**src/rtl/frame_mean_sequencer_if.sv**
```systemverilog
// Pixel-in / divider / mean-out signal bundle for frame_mean_sequencer.
// The slave modport is the sequencer's view; master is the view of whatever drives it.
interface frame_mean_sequencer_if #(
    parameter int PIX_WIDTH = 14,
    parameter int SUM_WIDTH = 34
);
    logic                 frame_start;
    logic                 frame_end;
    logic                 pix_vld;
    logic [PIX_WIDTH-1:0] pix_data;
    logic                 div_din_en;
    logic [SUM_WIDTH-1:0] div_numer;
    logic [SUM_WIDTH-1:0] div_denom;
    logic                 div_quotient_en;
    logic [SUM_WIDTH-1:0] div_quotient;
    logic                 mean_vld;
    logic [PIX_WIDTH-1:0] mean;
    logic                 busy;
    logic                 overrun;
    logic                 err_timeout;
    logic                 sat_flag;

    modport slave (
        input  frame_start, frame_end, pix_vld, pix_data, div_quotient_en, div_quotient,
        output div_din_en, div_numer, div_denom, mean_vld, mean, busy, overrun,
               err_timeout, sat_flag
    );

    modport master (
        output frame_start, frame_end, pix_vld, pix_data, div_quotient_en, div_quotient,
        input  div_din_en, div_numer, div_denom, mean_vld, mean, busy, overrun,
               err_timeout, sat_flag
    );
endinterface

```
**src/rtl/frame_mean_sequencer.sv**
```systemverilog
// Per-frame pixel sum/count accumulator feeding an unsigned divider; the quotient becomes the frame mean.
// Accumulation of the next frame overlaps the divide of the previous one.
module frame_mean_sequencer #(
    parameter int PIX_WIDTH   = 14,
    parameter int CNT_WIDTH   = 20,
    parameter int SUM_WIDTH   = 34,
    parameter int DIV_TIMEOUT = 128
) (
    input  logic                   clk,
    input  logic                   rst,
    frame_mean_sequencer_if.slave  bus
);
    localparam int TMO_W = $clog2(DIV_TIMEOUT);
    localparam logic [TMO_W-1:0]     TMO_LAST = TMO_W'(DIV_TIMEOUT - 1);
    localparam logic [TMO_W-1:0]     TMO_ONE  = {{(TMO_W-1){1'b0}}, 1'b1};
    localparam logic [SUM_WIDTH-1:0] SUM_MAX  = {SUM_WIDTH{1'b1}};
    localparam logic [CNT_WIDTH-1:0] CNT_MAX  = {CNT_WIDTH{1'b1}};
    localparam logic [CNT_WIDTH-1:0] CNT_ONE  = {{(CNT_WIDTH-1){1'b0}}, 1'b1};
    localparam logic [SUM_WIDTH-1:0] MEAN_MAX = {{(SUM_WIDTH-PIX_WIDTH){1'b0}}, {PIX_WIDTH{1'b1}}};

    typedef enum logic [2:0] {
        ST_IDLE  = 3'd0,
        ST_ISSUE = 3'd1,
        ST_WAIT  = 3'd2,
        ST_ZERO  = 3'd3,
        ST_OUT   = 3'd4
    } state_t;

    // Saturating adders return {overflow, value}.
    function automatic logic [SUM_WIDTH:0] sum_sat_add(input logic [SUM_WIDTH-1:0] a,
                                                       input logic [PIX_WIDTH-1:0] p);
        logic [SUM_WIDTH:0] t;
        t = {1'b0, a} + {{(SUM_WIDTH+1-PIX_WIDTH){1'b0}}, p};
        if (t[SUM_WIDTH]) return {1'b1, SUM_MAX};
        else              return t;
    endfunction

    function automatic logic [CNT_WIDTH:0] cnt_sat_inc(input logic [CNT_WIDTH-1:0] a);
        if (a == CNT_MAX) return {1'b1, CNT_MAX};
        else              return {1'b0, a + CNT_ONE};
    endfunction

    function automatic logic [PIX_WIDTH-1:0] clip_mean(input logic [SUM_WIDTH-1:0] q);
        if (q > MEAN_MAX) return {PIX_WIDTH{1'b1}};
        else              return q[PIX_WIDTH-1:0];
    endfunction

    state_t                 state_r, state_nx_s;
    logic                   in_frame_r, sat_r, sat_h_r;
    logic [SUM_WIDTH-1:0]   sum_r, sum_h_r, quot_r;
    logic [CNT_WIDTH-1:0]   cnt_r, cnt_h_r;
    logic [TMO_W-1:0]       tmo_r;
    logic [SUM_WIDTH:0]     sum_ext_s;
    logic [CNT_WIDTH:0]     cnt_ext_s;
    logic [SUM_WIDTH-1:0]   acc_sum_s, snap_sum_s;
    logic [CNT_WIDTH-1:0]   acc_cnt_s, snap_cnt_s;
    logic                   acc_sat_s, snap_sat_s, snap_s;
    logic                   din_en_s, mean_vld_s, sat_flag_s, err_s, overrun_s, busy_s;
    logic [PIX_WIDTH-1:0]   mean_s;
    logic                   din_en_r, mean_vld_r, sat_flag_r, err_r, overrun_r, busy_r;
    logic [PIX_WIDTH-1:0]   mean_r;

    assign sum_ext_s = sum_sat_add(sum_r, bus.pix_data);
    assign cnt_ext_s = cnt_sat_inc(cnt_r);
    assign snap_s    = bus.frame_end & in_frame_r;

    // Running totals including this cycle's pixel
    always_comb begin
        if (bus.pix_vld) begin
            acc_sum_s = sum_ext_s[SUM_WIDTH-1:0];
            acc_cnt_s = cnt_ext_s[CNT_WIDTH-1:0];
            acc_sat_s = sat_r | sum_ext_s[SUM_WIDTH] | cnt_ext_s[CNT_WIDTH];
        end else begin
            acc_sum_s = sum_r;
            acc_cnt_s = cnt_r;
            acc_sat_s = sat_r;
        end
    end

    // Snapshot contents: on a combined end+start the pixel belongs to the new frame
    always_comb begin
        if (bus.frame_start) begin
            snap_sum_s = sum_r;
            snap_cnt_s = cnt_r;
            snap_sat_s = sat_r;
        end else begin
            snap_sum_s = acc_sum_s;
            snap_cnt_s = acc_cnt_s;
            snap_sat_s = acc_sat_s;
        end
    end

    // Frame accumulator
    always_ff @(posedge clk or posedge rst) begin
        if (rst) begin
            in_frame_r <= 1'b0;
            sum_r      <= {SUM_WIDTH{1'b0}};
            cnt_r      <= {CNT_WIDTH{1'b0}};
            sat_r      <= 1'b0;
        end else if (bus.frame_start) begin
            in_frame_r <= 1'b1;
            sum_r      <= bus.pix_vld ? {{(SUM_WIDTH-PIX_WIDTH){1'b0}}, bus.pix_data} : {SUM_WIDTH{1'b0}};
            cnt_r      <= bus.pix_vld ? CNT_ONE : {CNT_WIDTH{1'b0}};
            sat_r      <= 1'b0;
        end else if (snap_s) begin
            in_frame_r <= 1'b0;
            sum_r      <= {SUM_WIDTH{1'b0}};
            cnt_r      <= {CNT_WIDTH{1'b0}};
            sat_r      <= 1'b0;
        end else if (in_frame_r) begin
            sum_r      <= acc_sum_s;
            cnt_r      <= acc_cnt_s;
            sat_r      <= acc_sat_s;
        end
    end

    // FSM state register
    always_ff @(posedge clk or posedge rst) begin
        if (rst) state_r <= ST_IDLE;
        else     state_r <= state_nx_s;
    end

    // FSM next-state logic
    always_comb begin
        state_nx_s = state_r;
        case (state_r)
            ST_IDLE: begin
                if (snap_s) state_nx_s = (snap_cnt_s == {CNT_WIDTH{1'b0}}) ? ST_ZERO : ST_ISSUE;
                else        state_nx_s = ST_IDLE;
            end
            ST_ISSUE: state_nx_s = ST_WAIT;
            ST_WAIT: begin
                if (bus.div_quotient_en)  state_nx_s = ST_OUT;
                else if (tmo_r == TMO_LAST) state_nx_s = ST_IDLE;
                else                      state_nx_s = ST_WAIT;
            end
            ST_ZERO: state_nx_s = ST_IDLE;
            ST_OUT:  state_nx_s = ST_IDLE;
            default: state_nx_s = ST_IDLE;
        endcase
    end

    // Snapshot hold, timeout counter and quotient capture
    always_ff @(posedge clk or posedge rst) begin
        if (rst) begin
            sum_h_r <= {SUM_WIDTH{1'b0}};
            cnt_h_r <= {CNT_WIDTH{1'b0}};
            sat_h_r <= 1'b0;
            tmo_r   <= {TMO_W{1'b0}};
            quot_r  <= {SUM_WIDTH{1'b0}};
        end else begin
            if (state_r == ST_IDLE && snap_s) begin
                sum_h_r <= snap_sum_s;
                cnt_h_r <= snap_cnt_s;
                sat_h_r <= snap_sat_s;
            end
            if (state_r == ST_ISSUE)     tmo_r <= {TMO_W{1'b0}};
            else if (state_r == ST_WAIT) tmo_r <= tmo_r + TMO_ONE;
            if (state_r == ST_WAIT && bus.div_quotient_en) quot_r <= bus.div_quotient;
        end
    end

    // FSM output decode (registered below)
    always_comb begin
        din_en_s   = 1'b0;
        mean_vld_s = 1'b0;
        mean_s     = mean_r;
        sat_flag_s = sat_flag_r;
        err_s      = 1'b0;
        case (state_r)
            ST_ISSUE: din_en_s = 1'b1;
            ST_WAIT: begin
                if (!bus.div_quotient_en && tmo_r == TMO_LAST) err_s = 1'b1;
                else                                          err_s = 1'b0;
            end
            ST_ZERO: begin
                mean_s     = {PIX_WIDTH{1'b0}};
                mean_vld_s = 1'b1;
                sat_flag_s = sat_h_r;
            end
            ST_OUT: begin
                mean_s     = clip_mean(quot_r);
                mean_vld_s = 1'b1;
                sat_flag_s = sat_h_r;
            end
            default: din_en_s = 1'b0;
        endcase
        overrun_s = snap_s & (state_r != ST_IDLE);
        busy_s    = (state_nx_s == ST_ISSUE) | (state_nx_s == ST_WAIT);
    end

    // Output registers
    always_ff @(posedge clk or posedge rst) begin
        if (rst) begin
            din_en_r   <= 1'b0;
            mean_vld_r <= 1'b0;
            mean_r     <= {PIX_WIDTH{1'b0}};
            sat_flag_r <= 1'b0;
            err_r      <= 1'b0;
            overrun_r  <= 1'b0;
            busy_r     <= 1'b0;
        end else begin
            din_en_r   <= din_en_s;
            mean_vld_r <= mean_vld_s;
            mean_r     <= mean_s;
            sat_flag_r <= sat_flag_s;
            err_r      <= err_s;
            overrun_r  <= overrun_s;
            busy_r     <= busy_s;
        end
    end

    assign bus.div_din_en  = din_en_r;
    assign bus.div_numer   = sum_h_r;
    assign bus.div_denom   = {{(SUM_WIDTH-CNT_WIDTH){1'b0}}, cnt_h_r};
    assign bus.mean_vld    = mean_vld_r;
    assign bus.mean        = mean_r;
    assign bus.busy        = busy_r;
    assign bus.overrun     = overrun_r;
    assign bus.err_timeout = err_r;
    assign bus.sat_flag    = sat_flag_r;
endmodule

```
**src/flat_wrapper.sv**
```systemverilog
// flat-port wrapper written by rule: the top's interface ports become plain ports
module frame_mean_sequencer_flat 
#(
    parameter int PIX_WIDTH   = 14,
    parameter int CNT_WIDTH   = 20,
    parameter int SUM_WIDTH   = 34,
    parameter int DIV_TIMEOUT = 128
)
  (clk, rst, bus_frame_start, bus_frame_end, bus_pix_vld, bus_pix_data, bus_div_quotient_en, bus_div_quotient, bus_div_din_en, bus_div_numer, bus_div_denom, bus_mean_vld, bus_mean, bus_busy, bus_overrun, bus_err_timeout, bus_sat_flag);
  frame_mean_sequencer_if #(.PIX_WIDTH(PIX_WIDTH), .SUM_WIDTH(SUM_WIDTH)) bus_i ();
  input  logic clk;
  input  logic rst;
  input wire logic [$bits(bus_i.frame_start)-1:0] bus_frame_start;
  input wire logic [$bits(bus_i.frame_end)-1:0] bus_frame_end;
  input wire logic [$bits(bus_i.pix_vld)-1:0] bus_pix_vld;
  input wire logic [$bits(bus_i.pix_data)-1:0] bus_pix_data;
  input wire logic [$bits(bus_i.div_quotient_en)-1:0] bus_div_quotient_en;
  input wire logic [$bits(bus_i.div_quotient)-1:0] bus_div_quotient;
  output wire logic [$bits(bus_i.div_din_en)-1:0] bus_div_din_en;
  output wire logic [$bits(bus_i.div_numer)-1:0] bus_div_numer;
  output wire logic [$bits(bus_i.div_denom)-1:0] bus_div_denom;
  output wire logic [$bits(bus_i.mean_vld)-1:0] bus_mean_vld;
  output wire logic [$bits(bus_i.mean)-1:0] bus_mean;
  output wire logic [$bits(bus_i.busy)-1:0] bus_busy;
  output wire logic [$bits(bus_i.overrun)-1:0] bus_overrun;
  output wire logic [$bits(bus_i.err_timeout)-1:0] bus_err_timeout;
  output wire logic [$bits(bus_i.sat_flag)-1:0] bus_sat_flag;
  assign bus_i.frame_start = bus_frame_start;
  assign bus_i.frame_end = bus_frame_end;
  assign bus_i.pix_vld = bus_pix_vld;
  assign bus_i.pix_data = bus_pix_data;
  assign bus_i.div_quotient_en = bus_div_quotient_en;
  assign bus_i.div_quotient = bus_div_quotient;
  assign bus_div_din_en = bus_i.div_din_en;
  assign bus_div_numer = bus_i.div_numer;
  assign bus_div_denom = bus_i.div_denom;
  assign bus_mean_vld = bus_i.mean_vld;
  assign bus_mean = bus_i.mean;
  assign bus_busy = bus_i.busy;
  assign bus_overrun = bus_i.overrun;
  assign bus_err_timeout = bus_i.err_timeout;
  assign bus_sat_flag = bus_i.sat_flag;
  frame_mean_sequencer #(.PIX_WIDTH(PIX_WIDTH), .CNT_WIDTH(CNT_WIDTH), .SUM_WIDTH(SUM_WIDTH), .DIV_TIMEOUT(DIV_TIMEOUT)) u_core (.clk(clk), .rst(rst), .bus(bus_i));
endmodule
```
**config.mk**
```make
export PLATFORM = sky130hd
export DESIGN_NAME = frame_mean_sequencer_flat
export DESIGN_NICKNAME = d
export VERILOG_FILES = /design/src/rtl/frame_mean_sequencer_if.sv /design/src/rtl/frame_mean_sequencer.sv /design/src/flat_wrapper.sv
export SDC_FILE = /design/constraint.sdc
export NUM_CORES = 1
export LEC_CHECK = 0
export ABC_AREA = 1
export CORE_MARGIN = 2
export CORE_UTILIZATION = 40
export DETAILED_ROUTE_END_ITERATION = 8
export PLACE_DENSITY = 0.59
export SETUP_SLACK_MARGIN = 0.1
export SYNTH_ARGS = -nofsm -noshare
export SYNTH_HDL_FRONTEND = slang
export SYNTH_SLANG_ARGS = --single-unit
export TNS_END_PERCENT = 50
```
**constraint.sdc**
```tcl
create_clock -name clk -period 6.9 [get_ports clk]
set_input_delay 1.38 -clock clk [delete_from_list [all_inputs] [get_ports clk]]
set_output_delay 1.38 -clock clk [all_outputs]
set_load 0.01 [all_outputs]
```
* Yosys cells after proc, flatten, opt, wreduce, memory -nomap -nowiden
Index checks and enable logic that the tools add are counted.
Operators by class: add/sub/neg operators 3, multipliers 0, divide/modulo/power cells 0, order comparisons 1, equal/unequal tests 8, shift operators 0, mux-type cells 34, bitwise operators 5, reduce and logical (&&, ||, !) cells 12
Operators with widths (count):
- $mux 34 | 5
- $mux 20 | 5
- $add 34x14->35 | 1
- $mux 35 | 1
- $gt 34x14->1 const B | 1
- $mux 14 | 2
- $pmux 14 s2 | 1
- $mux 21 | 1
- $add 20x1->20 const B | 1
- $eq 20x20->1 const B | 1
- $logic_not 20->1 | 1
- $mux 7 | 2
- $mux 1 | 12
- $eq 3x2->1 const B | 3
- $pmux 3 s3 | 1
- $add 7x1->7 const B | 1
- $eq 7x7->1 const B | 1
- $eq 3x1->1 const B | 2
- $mux 3 | 2
- $reduce_bool 2->1 | 3
- $reduce_bool 3->1 | 2
- $mux 2 | 2
- $eq 3x3->1 const B | 1
- $logic_and 1x1->1 | 3
- 5 further kinds | 8
Storage, ports and cells: register bits 175, latch bits 0, RAM bits 0, bits in read-only memories 0, input port bits 54, output and inout bits 88, word-level logic and storage cells 80, memories 0

* Longest topological paths before layout
depth in word-level cells 10, gate-level depth with buffers 16

* Least setup slack after synthesis
No wires, ideal clock.
kind input to register, start in bus_pix_data[0], end reg u_core.sat_h_r, setup time 82 ps, arrival 3097 ps, slack 3721 ps, cell stages on the path 15, path buffers 1, cell sequence ha_1 inv_1 fa_1 o21ai_2 nand2_2 nand2_2 nand2_2 nand2_2 nand2_4 nor2_8 nand2_4 buf_6 nand2_4 nand2_2 a22oi_2
On the way: word-level cells in the longest chain between the ends 6
RTL lines:
- from (decl) | RTL line flat_wrapper.sv:16 | input wire logic [$bits(bus_i.pix_data)-1:0] bus_pix_data;
- $add 34x14->35 | RTL line frame_mean_sequencer.sv:33 | t = {1'b0, a} + {{(SUM_WIDTH+1-PIX_WIDTH){1'b0}}, p};
- $mux 35 | RTL line frame_mean_sequencer.sv:34 | if (t[SUM_WIDTH]) return {1'b1, SUM_MAX};
- $or 1x1->1 (2 in series) | RTL line frame_mean_sequencer.sv:72 | acc_sat_s = sat_r | sum_ext_s[SUM_WIDTH] | cnt_ext_s[CNT_WIDTH];
- $mux 1 | RTL line frame_mean_sequencer.sv:69 | if (bus.pix_vld) begin
- $mux 1 | RTL line frame_mean_sequencer.sv:82 | if (bus.frame_start) begin
- to (signal assigned) | RTL line frame_mean_sequencer.sv:155 | sat_h_r <= snap_sat_s;
- to (decl) | RTL line frame_mean_sequencer.sv:49 | logic in_frame_r, sat_r, sat_h_r;
No other way between the ends. A chain may end at the register's enable or synchronous reset.

* Worst setup path in the final report
start in bus_pix_data[0], end reg u_core.sum_h_r[12] (netlist: u_core.bus.div_numer[12])
On the way: word-level cells in the longest chain between the ends 4
RTL lines:
- $add 34x14->35 | RTL line frame_mean_sequencer.sv:33
- $mux 35 | RTL line frame_mean_sequencer.sv:34
- $mux 34 | RTL line frame_mean_sequencer.sv:69
- $mux 34 | RTL line frame_mean_sequencer.sv:82
- to (signal assigned) | RTL line frame_mean_sequencer.sv:146 | sum_h_r <= {SUM_WIDTH{1'b0}};
- to (signal assigned) | RTL line frame_mean_sequencer.sv:153 | sum_h_r <= snap_sum_s;
- to (decl) | RTL line frame_mean_sequencer.sv:50 | logic [SUM_WIDTH-1:0] sum_r, sum_h_r, quot_r;
No other way between the ends.

==> out/results.txt <==
leading area contributor after synthesis -> dfrtp_1
number of inserted diodes -> 0
VDD IR-drop max -> 0.151 mV
fin nets -> 1525
Ys Warns -> 0
Arr. time, crit path -> 4.02 ns
wire per inst -> 15.1 um
Post-synth EDFFs -> 0
drc violations -> 0
Top Usage Layer GRT -> met2
number of CTS-inserted buffers -> 17
Skew-Pair Late Insertion Delay -> 0.44 ns
max_slew headroom -> 26.8%
DR iter-0 viols -> 711
die area -> 26100 um^2
Core Rows -> 57
layout cells sized above 1 -> 7.23%
Final Max Slew Viols -> 0
area share of the largest cell type after synthesis -> 44.0%
CTS root buf -> clkbuf_16
GR Util met2 -> 34.4%
Hold Buf Count CTS -> 0
first-pass GRT wire length -> 44400 um
Final Cycle Share -> 53.1%
gr ovfl total -> 0
Core ar. -> 24400 um^2
Area contributors post-synth -> dfrtp_1 44%, nand2_1 18%, o21ai_0 5.6%
Layout Utilization -> 49.4%
initial antenna violation count -> 0
ys async rst share -> 100%
global routing met3 resource utilization -> 3.32%
die width -> 162 um
Detailed Place HPWL -> 18500 um
# resized after CTS -> 0
Final Hold Viols -> 0
Reg clk slew, reported paths -> 0.08 ns
H-tree levels -> 4
largest net degree at the start of global routing -> 86
RSZ-0062 raised after global routing -> no
Final Skew -> 0.0137 ns
height of the die -> 162 um
min Tclk post-route -> 3.66 ns
Multi-input gate area -> 4850 um^2
outcome -> completed
Mapped Avg Cell Area -> 7.35 um^2
DR vias/cell -> 5.07
most frequent cells after synthesis -> 474 x nand2_1, 175 x dfrtp_1, 112 x o21ai_0, 106 x inv_1, 101 x nand3_1
Max-cap violations -> 0
CTS Sinks -> 175
io pins -> 142
Synth cell types -> 43
flops & latches, synth -> 175
vias in the first global route -> 8592
Synth-to-Final Area Change -> 21.0%
dominant synthesized flop cell -> dfrtp_1
post-CTS setup buffers -> 0
routed vias -> 9089
DRT Wirelength -> 27100 um
Final TNS setup -> 0 ns
crit path kind -> primary input to flop
initial core utilization -> 40.8%
critical path capture point type -> flop
First-pass DRT Iterations -> 7
Critical Path Start Type -> primary input
Gate Count Post-Synth -> 1354
CP max FO -> 24
Routed Antenna Nets -> 0
IO Port Bufs -> 127
Worst-Margin Slew -> 1.10 ns
final RePlAce weighted congestion -> 0.889
Worst Path Required -> 7.26 ns
Fmax -> 273 MHz
sequential area share after synthesis -> 44.0%
CTS tree -> yes
pwr dens -> 312 nW/um^2
Static Leakage -> 5.95 nW
most frequent cell after synthesis -> nand2_1
fill count -> 2410
Setup-failing EPs final -> 0
Reg area -> 4380 um^2
Clock Tree Buf Depth -> 2
Global Route Usage Sum -> 21.0%
met1 usage -> 29.3%
Min-Delay Path Class -> flop to flop
Netlist Area Pre-Place -> 9950 um^2
[layout make-up]
type / count / share of cell area (%)
Sequential cell: 175 / 36.4
Clock buffer: 17 / 3.53
Clock inverter: 15 / 1.82
Multi-Input combinational cell: 1012 / 40.3
Tap cell: 324 / 3.37
Inverter: 111 / 3.50
Timing Repair Buffer: 137 / 11.1
[worst paths after layout]
check,start,endpoint,slack [ns],cells past startpoint
max in group asynchronous,rst,u_core.bus.mean[13],4.28,3
min in group asynchronous,rst,u_core.quot_r[27],1.47,2
hold / removal,u_core.quot_r[1],u_core.quot_r[1],0.47,2
hold reg to reg,u_core.quot_r[1],u_core.quot_r[1],0.47,2
setup reg to reg,u_core.sum_r[0],u_core.bus.div_numer[12],4.27,14
setup / recovery,bus_pix_data[0],u_core.bus.div_numer[12],3.24,15
[state kept, by name, summed over array words and instances, names as in the netlist]
signal / cells
u_core.sum_r: 34
u_core.bus.sat_flag: 1
u_core.bus.busy: 1
u_core.bus.mean_vld: 1
u_core.cnt_h_r: 20
u_core.sat_h_r: 1
u_core.bus.div_din_en: 1
u_core.tmo_r: 7
u_core.state_r: 3
u_core.bus.mean: 14
u_core.quot_r: 34
u_core.bus.div_numer: 34
u_core.cnt_r: 20
u_core.sat_r: 1
u_core.in_frame_r: 1
u_core.bus.overrun: 1
u_core.bus.err_timeout: 1
[stage by stage]
step	cell area [um^2]	hold WS, ns	setup WS (ns)	instances	power [mW]
after CTS	12000	0.474	3.24	1791	3.79
final	12000	0.467	3.24	1791	3.75
after floorplan	10000	0.437	0.775	1367	2.15
after detailed placement	11400	0.453	2.79	1759	2.75
after global routing	12000	0.492	2.99	1791	4.00
after global placement	11400	0.449	2.83	1759	2.74
[kinds of logic (layout without fill, tap and decap cells)]
group	count (synthesis)	after routing	synth area share, %
compound gates	208	208	10.9
buf+inv	180	280	7.85
simple gates	759	759	33.7
fa+ha+maj	17	17	2.21
flops	175	175	44.0
other cells	1	14	0.0377
xor+xnor	14	14	1.23
[routing by layer]
| layer | wire (um) | part of all wire [%] | vias up |
|---|---|---|---|
| met3 | 1210 | 4.5 | 20 |
| met2 | 12800 | 47 | 221 |
| met5 | 0 | 0 | - |
| met4 | 279 | 1.0 | 0 |
| met1 | 12700 | 47 | 4308 |
| li1 | - | - | 4540 |
[critical path: stages]
cell,delay (ns)
clkdlybuf4s50_1,0.50
ha_1,0.18
inv_1,0.06
fa_1,0.41
o21ai_2,0.23
nand2_2,0.08
nand2_2,0.12
nand2_2,0.06
nand2_2,0.11
nand2_4,0.09
nor2_8,0.15
nand2_4,0.25
nand3_1,0.20
nor2_1,0.05
o21ai_0,0.16
[placed cells by master, fill, tap and decap left out, types with 14 or more instances in the layout]
cell type        count
nand3_1            101
o21ai_0            112
dfrtp_1            175
o21ai_1             15
clkdlybuf4s50_1    126
nand4_1             18
nand3_2             21
nor3_1              14
ha_1                16
nand2_1            473
nor2_1              86
clkbuf_16           17
conb_1              14
a21oi_1             66
inv_1              105
[where the power goes]
part | internal, mW | switching (mW) | total, mW
combinational | 0.570 | 0.647 | 1.22
sequential | 1.33 | 0.175 | 1.50
clock | 0.511 | 0.527 | 1.04
Power figures use the tool's default switching activity.
